===== src/rtl/life_pkg.sv =====
// Shared types and widths for the life/respawn controller.
package life_pkg;
    localparam int LIVES_W = 3;
    localparam int FC_W    = 8;

    typedef enum logic [1:0] {
        ALIVE  = 2'd0,
        DYING  = 2'd1,
        INVULN = 2'd2,
        OVER   = 2'd3
    } life_state_t;
endpackage


===== src/rtl/life_respawn_frame_timer.sv =====
// Frame counter: counts startOfFrame pulses, flags the last frame of a phase.
module frame_timer #(
    parameter int FC_W = 8
) (
    input  logic            clk,
    input  logic            resetN,
    input  logic            clear,
    input  logic            startOfFrame,
    input  logic [FC_W-1:0] limit,
    output logic [FC_W-1:0] count,
    output logic            done
);
    always_ff @(posedge clk or negedge resetN) begin
        if (!resetN) begin
            count <= '0;
        end else if (clear) begin
            count <= '0;
        end else if (startOfFrame) begin
            count <= count + FC_W'(1);
        end
    end

    assign done = startOfFrame && (count == (limit - FC_W'(1)));
endmodule


===== src/rtl/life_respawn_controller.sv =====
// Player life count and death/invulnerability/game-over sequencing.
// Optional extra-life support is enabled by defining LIFE_EXTRA_LIFE_EN.
//
// state  | meaning
// ALIVE  | player active and killable
// DYING  | death animation, aliens frozen
// INVULN | respawned, cannot be killed, aliens moving
// OVER   | no lives left, waits for restart
module life_respawn_controller
    import life_pkg::*;
#(
    parameter int INIT_LIVES    = 3,
    parameter int MAX_LIVES     = 5,
    parameter int DYING_FRAMES  = 60,
    parameter int INVULN_FRAMES = 90
) (
    input  logic               clk,
    input  logic               resetN,
    input  logic               startOfFrame,
    input  logic               restart_gameN,
    input  logic               player_died,
    input  logic               extra_life,
    output logic [LIVES_W-1:0] lives,
    output logic               player_awake,
    output logic               respawn_pulse,
    output logic               aliens_freeze,
    output logic               no_lives_left
);
    life_state_t        state, state_next;
    logic [LIVES_W-1:0] lives_dec, lives_next;
    logic               respawn_next, awake_next, freeze_next, over_next;
    logic [FC_W-1:0]    fc, limit;
    logic               timer_clear, timer_done;
    logic               extra;
    logic               unused_sink;

`ifdef LIFE_EXTRA_LIFE_EN
    assign extra       = extra_life && (state != OVER);
    assign unused_sink = ^fc;
`else
    assign extra       = 1'b0;
    assign unused_sink = ^{fc, extra_life};
`endif

    always_comb begin
        limit = '0;
        case (state)
            DYING:   limit = FC_W'(DYING_FRAMES);
            INVULN:  limit = FC_W'(INVULN_FRAMES);
            default: limit = '0;
        endcase
    end

    // Entering a new state clears fc, so a coinciding frame pulse is not counted.
    assign timer_clear = !restart_gameN || (state_next != state) ||
                         (state == ALIVE) || (state == OVER);

    frame_timer #(.FC_W(FC_W)) u_frame_timer (
        .clk          (clk),
        .resetN       (resetN),
        .clear        (timer_clear),
        .startOfFrame (startOfFrame),
        .limit        (limit),
        .count        (fc),
        .done         (timer_done)
    );

    always_comb begin
        state_next   = state;
        respawn_next = 1'b0;
        lives_dec    = lives;

        if (state == ALIVE && player_died && lives != '0) begin
            lives_dec = lives - LIVES_W'(1);
        end

        // Extra life is applied after the death decrement and before the game-over test.
        if (extra && (lives_dec < LIVES_W'(MAX_LIVES))) begin
            lives_next = lives_dec + LIVES_W'(1);
        end else begin
            lives_next = lives_dec;
        end

        case (state)
            ALIVE: begin
                if (player_died) begin
                    state_next = DYING;
                end
            end
            DYING: begin
                if (timer_done) begin
                    if (lives_next == '0) begin
                        state_next = OVER;
                    end else begin
                        state_next   = INVULN;
                        respawn_next = 1'b1;
                    end
                end
            end
            INVULN: begin
                if (timer_done) begin
                    state_next = ALIVE;
                end
            end
            default: state_next = OVER;
        endcase

        if (!restart_gameN) begin
            state_next   = ALIVE;
            lives_next   = LIVES_W'(INIT_LIVES);
            respawn_next = 1'b0;
        end

        awake_next  = (state_next == ALIVE);
        freeze_next = (state_next == DYING) || (state_next == OVER);
        over_next   = (state_next == OVER);
    end

    always_ff @(posedge clk or negedge resetN) begin
        if (!resetN) begin
            state         <= ALIVE;
            lives         <= LIVES_W'(INIT_LIVES);
            player_awake  <= 1'b1;
            respawn_pulse <= 1'b0;
            aliens_freeze <= 1'b0;
            no_lives_left <= 1'b0;
        end else begin
            state         <= state_next;
            lives         <= lives_next;
            player_awake  <= awake_next;
            respawn_pulse <= respawn_next;
            aliens_freeze <= freeze_next;
            no_lives_left <= over_next;
        end
    end
endmodule


===== config.mk =====
export PLATFORM = sky130hd
export DESIGN_NAME = life_respawn_controller
export DESIGN_NICKNAME = d
export VERILOG_FILES = /design/src/rtl/life_pkg.sv /design/src/rtl/life_respawn_frame_timer.sv /design/src/rtl/life_respawn_controller.sv
export SDC_FILE = /design/constraint.sdc
export NUM_CORES = 1
export LEC_CHECK = 0
export ABC_AREA = 1
export ABC_CLOCK_PERIOD_IN_PS = 2020
export CORE_MARGIN = 2
export CORE_UTILIZATION = 49
export DETAILED_ROUTE_END_ITERATION = 7
export PLACE_DENSITY = 0.74
export SYNTH_ARGS = -nofsm -noshare
export SYNTH_HDL_FRONTEND = slang
export SYNTH_SLANG_ARGS = --single-unit

===== constraint.sdc =====
create_clock -name clk -period 2.02 [get_ports clk]
set_clock_uncertainty 0.05 [all_clocks]
set_input_delay 0.202 -clock clk [delete_from_list [all_inputs] [get_ports clk]]
set_output_delay 0.202 -clock clk [all_outputs]
set_load 0.05 [all_outputs]

==> flow_metrics.tcl, run 1 <==
set metrics [dict create \
    synth_cells 145 \
    finalHoldViolations 0 \
    arrival_ns 2.19 \
    pwr-share-comb_pct 30.4 \
    grt_max_degree 17 \
    start_kind "flop" \
    antenna_cells 0 \
    critPathCaptureType "flop" \
    syn2layout_area_growth_pct 31.22 \
    cts_buffer_depth 2 \
    dr.pass1.iters 4 \
    worst_slack_ns -0.02806 \
    period_share_pct 101.4 \
    htree_levels 1 \
    maxSlewViolCount 0 \
    max_freq_ghz 0.4883 \
    vias 964 \
    rsz0062_at_grt "yes" \
    status "finished, violations left" \
    ios 13 \
    crit_top_cell "nand2_2" \
    synthDistinctLibCells 21 \
    path_clk_slew_ns 0.10 \
    ant_nets 0 \
    worst_pin_slew_ns 0.7152 \
    violations "negative setup slack" \
    grt_pass1_vias 1000 \
    reg2reg_slack_ns -0.03 \
    crit_path_max_fanout 8 \
    synth_warnings 0 \
    die-area_sq_um 2698 \
    whs_ns 0.2722 \
    power-per-cell-area_nw_per_um2 514.8 \
    path_class "reg -> reg" \
    setup_viol_count_final 8 \
    crit_path_max_incr_delay_ns 0.55 \
    path_delay_family "simple AND/OR/NAND/NOR gates" \
    rows 17 \
    place_congestion 0.7790 \
    slowest_stage "dfstp_2" \
    drv_cap 0 \
    numPortBuffers 11 \
    holdBufCountCts 0 \
    synthesis.area_sq_um 1126 \
    internal_power_w 0.0005018 \
    syn-num-nets 160 \
    cp_num_buf_inv 1 \
    peakVddDrop_uv 430.9 \
    power_frac_seq_pct 45.3 \
    fillCellCount 180 \
    cts_root_buf "clkbuf_4" \
    grt_usage_pct 20.51 \
    drive_gt1_share_pct 41.28 \
    yosysTopAreaCell "dfrtp_1" \
    synthTopCellsByArea "dfrtp_1, nand2_1, ha_1, inv_1, nand2_2" \
    drc 0 \
    nets 188 \
    tritoncts "yes" \
    period_minus_slack_ns 2.048 \
    synth_top_area_share_pct 28.89 \
    ys_seq_elements 16 \
    start_util_pct 51.40 \
    place_hpwl_microns 1715 \
    die_h_microns 51.94 \
    drt_first_iter_violations 5 \
    max_slew_margin_pct 52.17 \
    pwr-share-clk_pct 24.3 \
    numCtsBuffers 3 \
    grt_pass1_wl_microns 4077 \
    grt_overflow 0 \
    viasPerCell 4.820 \
    min_path_type "in -> async" \
    crit_chain "inv_2 > ha_4 > ha_4 > nor2_4 > nand2_2 > o21ai_2 > nand3_2 > nand2_2 > nand3_2 > nand2_2 > nand2_2 > nand2_2 > nand2_4 > nand2_8 > nor2_4" \
    insertion_delay_ns 0.30 \
    yosysSeqAreaShare_pct 35.89 \
    totalWireLength_microns 2232 \
    p_leak_nw 0.6713 \
    worstPathRequired_ns 2.16 \
    die_w_microns 51.94 \
    wl_per_cell_microns 11.16 \
    switching_share_pct 34.03 \
    antenna_found_initial 0 \
    syn_area_per_cell_sq_um 7.766 \
    coreArea_sq_um 2191 \
    clkSinkCount 16 \
    fin_tns_setup_ns -0.1927 \
    dpl_worst_slack_ns -0.01622 \
    p_sw_w 0.0002589 \
]
==> Yosys cell counts <==
cell     instances
o22ai_1          1
nand4_1          2
xnor2_1          1
nor2_4           2
nand2_2         13
nor3_1           4
dfrtp_1         13
xor2_1           3
nand3_2          5
nand2_1         36
dfstp_2          3
o21ai_0          2
nand3_1          3
inv_1           22
nor2_1          10
o21ai_2          1
inv_2            2
a21oi_1          1
ha_1             9
nand2_4          1
nor2_2          11
==> metrics by stage <==
step,util [%],area (sq um),total power (W),cells
final,67.45,1478,0.0007607,200
after global routing,67.45,1478,0.0008101,200
after CTS,64.99,1424,0.0007480,199
after detailed placement,62.65,1373,0.0005577,194
after global placement,62.65,1373,0.0005515,194
after floorplan,-,1152,0.0004853,145
==> state kept, by name, indices dropped and copies added (netlist names) <==
register,count
lives,3
no_lives_left,1
player_awake,1
respawn_pulse,1
state,2
u_frame_timer.count,8
==> timing repair <==
action | 4_1_cts | 5_1_grt
resized for setup | 3 | 15
setup endpoints to repair | 8 | 12
pin swaps | 3 | 2
gates cloned | 0 | 0
buffers inserted | 1 | 1
==> cells by family (layout without fill, tap and decap cells) <==
group | after synthesis | in the layout | synth area share [%]
compound gates | 5 | 5 | 2.667
xor+xnor | 4 | 4 | 3.112
fa+ha+maj | 9 | 9 | 10.00
buf+inv | 24 | 51 | 8.000
flops | 16 | 16 | 35.89
simple gates | 87 | 87 | 40.33
==> final cells by class <==
type	count	area, sq um	area share (%)
tap	28	35.03	2.371
timing repair buffer	23	202.7	13.72
multi-input combinational	105	715.7	48.43
clock buffer	4	26.28	1.778
sequential	16	405.4	27.43
inverter	24	92.59	6.266
==> final timing paths <==
kind / start / to / cells past startpoint
max: lives[0] / u_frame_timer.count[2] / 15
min: resetN / u_frame_timer.count[0] / 1
max reg2reg: lives[0] / u_frame_timer.count[2] / 15
min reg2reg: u_frame_timer.count[4] / u_frame_timer.count[4] / 2
max in group asynchronous: resetN / state[0] / 1
min in group clk: restart_gameN / lives[2] / 3
==> per-layer routing <==
| metal | track usage (%) | wire [microns] | vias up |
|---|---|---|---|
| met4 | 11.84 | 65 | 0 |
| met2 | 36.71 | 1125 | 15 |
| li1 | - | - | 498 |
| met3 | 2.011 | 54 | 9 |
| met1 | 23.41 | 987 | 442 |
| met5 | 0 | 0 | - |
==> cell usage in the layout (no fill, tap or decap), types with 3 or more instances in the layout <==
cell,count
nor2_4,4
nor2_1,7
nor3_1,4
buf_4,12
nor2_2,12
xor2_1,3
clkdlybuf4s50_1,10
clkbuf_4,3
inv_2,6
dfstp_2,3
ha_4,3
inv_1,17
nand2_2,17
nand2_1,31
dfrtp_1,12
nand3_1,3
ha_1,5
nand3_2,5
==> power by group through the flow <==
stage / Combinational, W / Clock [W] / Sequential [W]
after floorplan: 0.0000963 / 0 / 0.000389
after global placement: 0.000202 / 0 / 0.000349
after detailed placement: 0.000208 / 0 / 0.000350
after CTS: 0.000213 / 0.000191 / 0.000344
after global routing: 0.000254 / 0.000210 / 0.000346
final: 0.000231 / 0.000185 / 0.000345
Power figures use the tool's default switching activity.
==> inputs of run 2 (changes only) <==
ABC_CLOCK_PERIOD_IN_PS = default   (was 2020)
CTS_CLUSTER_DIAMETER = 100   (was default)
==> results of run 2 <==
Same layout as run 1: the final DEF is identical, and so are final timing and power.
==> inputs of run 3 (changes only) <==
CTS_CLUSTER_DIAMETER = default   (was 100)
==> results of run 3 <==
Same layout as run 1: the final DEF is identical, and so are final timing and power.
==> RTL change: new RTL, settings of run 1 <==
Change the package constant `LIVES_W` from 3 to 2.
--- a/src/rtl/life_pkg.sv
+++ b/src/rtl/life_pkg.sv
@@ -2,3 +2,3 @@
 package life_pkg;
-    localparam int LIVES_W = 3;
+    localparam int LIVES_W = 2;
     localparam int FC_W    = 8;
Ports: changed (resized lives); port bits go from 13 to 12. No check against the original RTL was run, so the function may have changed too.
==> RTL change against run 1 <==
The flow still finishes with violations (negative setup slack). Sequential cell count decreased by 1. Area after synthesis decreased by 1.2%. Setup slack got worse by 19 ps. Non-clock buffer count increased by 4. Clock power decreased by 5%. Final area increased by 3.3%. Wire length increased by 25%. Total power decreased by 2.1%.
==> RTL change: results (changes against run 1) <==
status complete, but fails checks (unchanged); failing checks negative setup slack (unchanged); most instantiated cells after synthesis nand2_1, inv_1, dfrtp_1, nand3_1 (was nand2_1, inv_1, dfrtp_1, nand2_2, nor2_2); dpl cells 198 (was 194); sequential-to-total area share from yosys stat 34.08% (was 35.89%); reg-to-reg slack, setup -50 ps (was -30 ps); wire per inst 13.40 um (was 11.16 um); syn_nets 163 (was 160); post-CTS sizing 7 (was 3); xor and xnor area share after synthesis 4.724% (was 3.111%); global-route wire length before repair 4036 um (was 4077 um); Root Buffer clkbuf_4 (unchanged); pre-CTS setup slack -72.75 ps (was -16.22 ps); CP Capture Point u_frame_timer.count[5] (was u_frame_timer.count[2]); # setup viols final 8 (unchanged); Crit-path slowest cell dfrtp_4 (was dfstp_2); Reg-to-Reg Start state[0] (was lives[0]); post-CTS setup buffer count 0 (was 1); hold_ws 266.9 ps (was 272.2 ps); worst IR drop on VDD 0.4404 mV (was 0.4309 mV); Crit path arrival time 2230 ps (was 2190 ps); vias in the first global route 1005 (was 1000); number of antenna diodes 0 (unchanged); Routed WL 2788 um (was 2232 um); final setup TNS -217.5 ps (was -192.7 ps); WL met2 1441 um (was 1125 um); Area contributors post-synth dfrtp_1, nand2_1, ha_1, nor3_2, dfstp_2 (was dfrtp_1, nand2_1, ha_1, inv_1, nand2_2); Adder-Cell Fraction of Synth Area 8.999% (was 10.00%); share of cells above drive strength 1 43.33% (was 41.28%); Static Leak 0.6852 nW (was 0.6713 nW); WL met1 1188 um (was 987 um); Cells after Synth 149 (was 145); post-DP HPWL 1840 um (was 1715 um); async set-or-reset flop fraction in the synthesized netlist 100.0% (unchanged); number of port buffers 10 (was 11); Synth Area in Compound Gates 2.362% (was 2.667%); met3 routed WL 67 um (was 54 um); CP max stage delay 520 ps (was 550 ps); Synth cell types 20 (was 21); post-route setup slack -47.17 ps (was -28.06 ps); biggest regs u_frame_timer.count: 8 flops, lives: 2 flops, state: 2 flops (was u_frame_timer.count: 8 flops, lives: 3 flops, state: 2 flops)
## RTL change: final cells by class
cell class,instances,area (um2)
sequential,15,382.9
fill,171,643.1
inverter,24,97.59
timing repair buffer,27,231.5
clock buffer,4,26.28
tap,28,35.03
multi-input combinational,110,753.2
## RTL change: cells by family after synthesis
logic type / count (synthesis)
xor gates and xnor gates: 6
AOI/OAI and AO/OA: 3
buffers and inverters: 24
DFF: 15
and+or+nand+nor: 93
adders and majority gates: 8
## RTL change: per-layer routing
| layer | GRT usage (%) | vias up |
|---|---|---|
| met5 | 0 | - |
| li1 | - | 529 |
| met2 | 34.40 | 26 |
| met1 | 23.99 | 520 |
| met4 | 12.72 | 0 |
| met3 | 3.161 | 11 |
## RTL change: power breakdown
part	internal [mW]	switching (mW)	leakage, nW	total [mW]
combinational	0.0998	0.146	0.474	0.246
clock	0.0770	0.0984	0.0150	0.175
sequential	0.315	0.00871	0.197	0.323
total	0.492	0.253	0.685	0.745
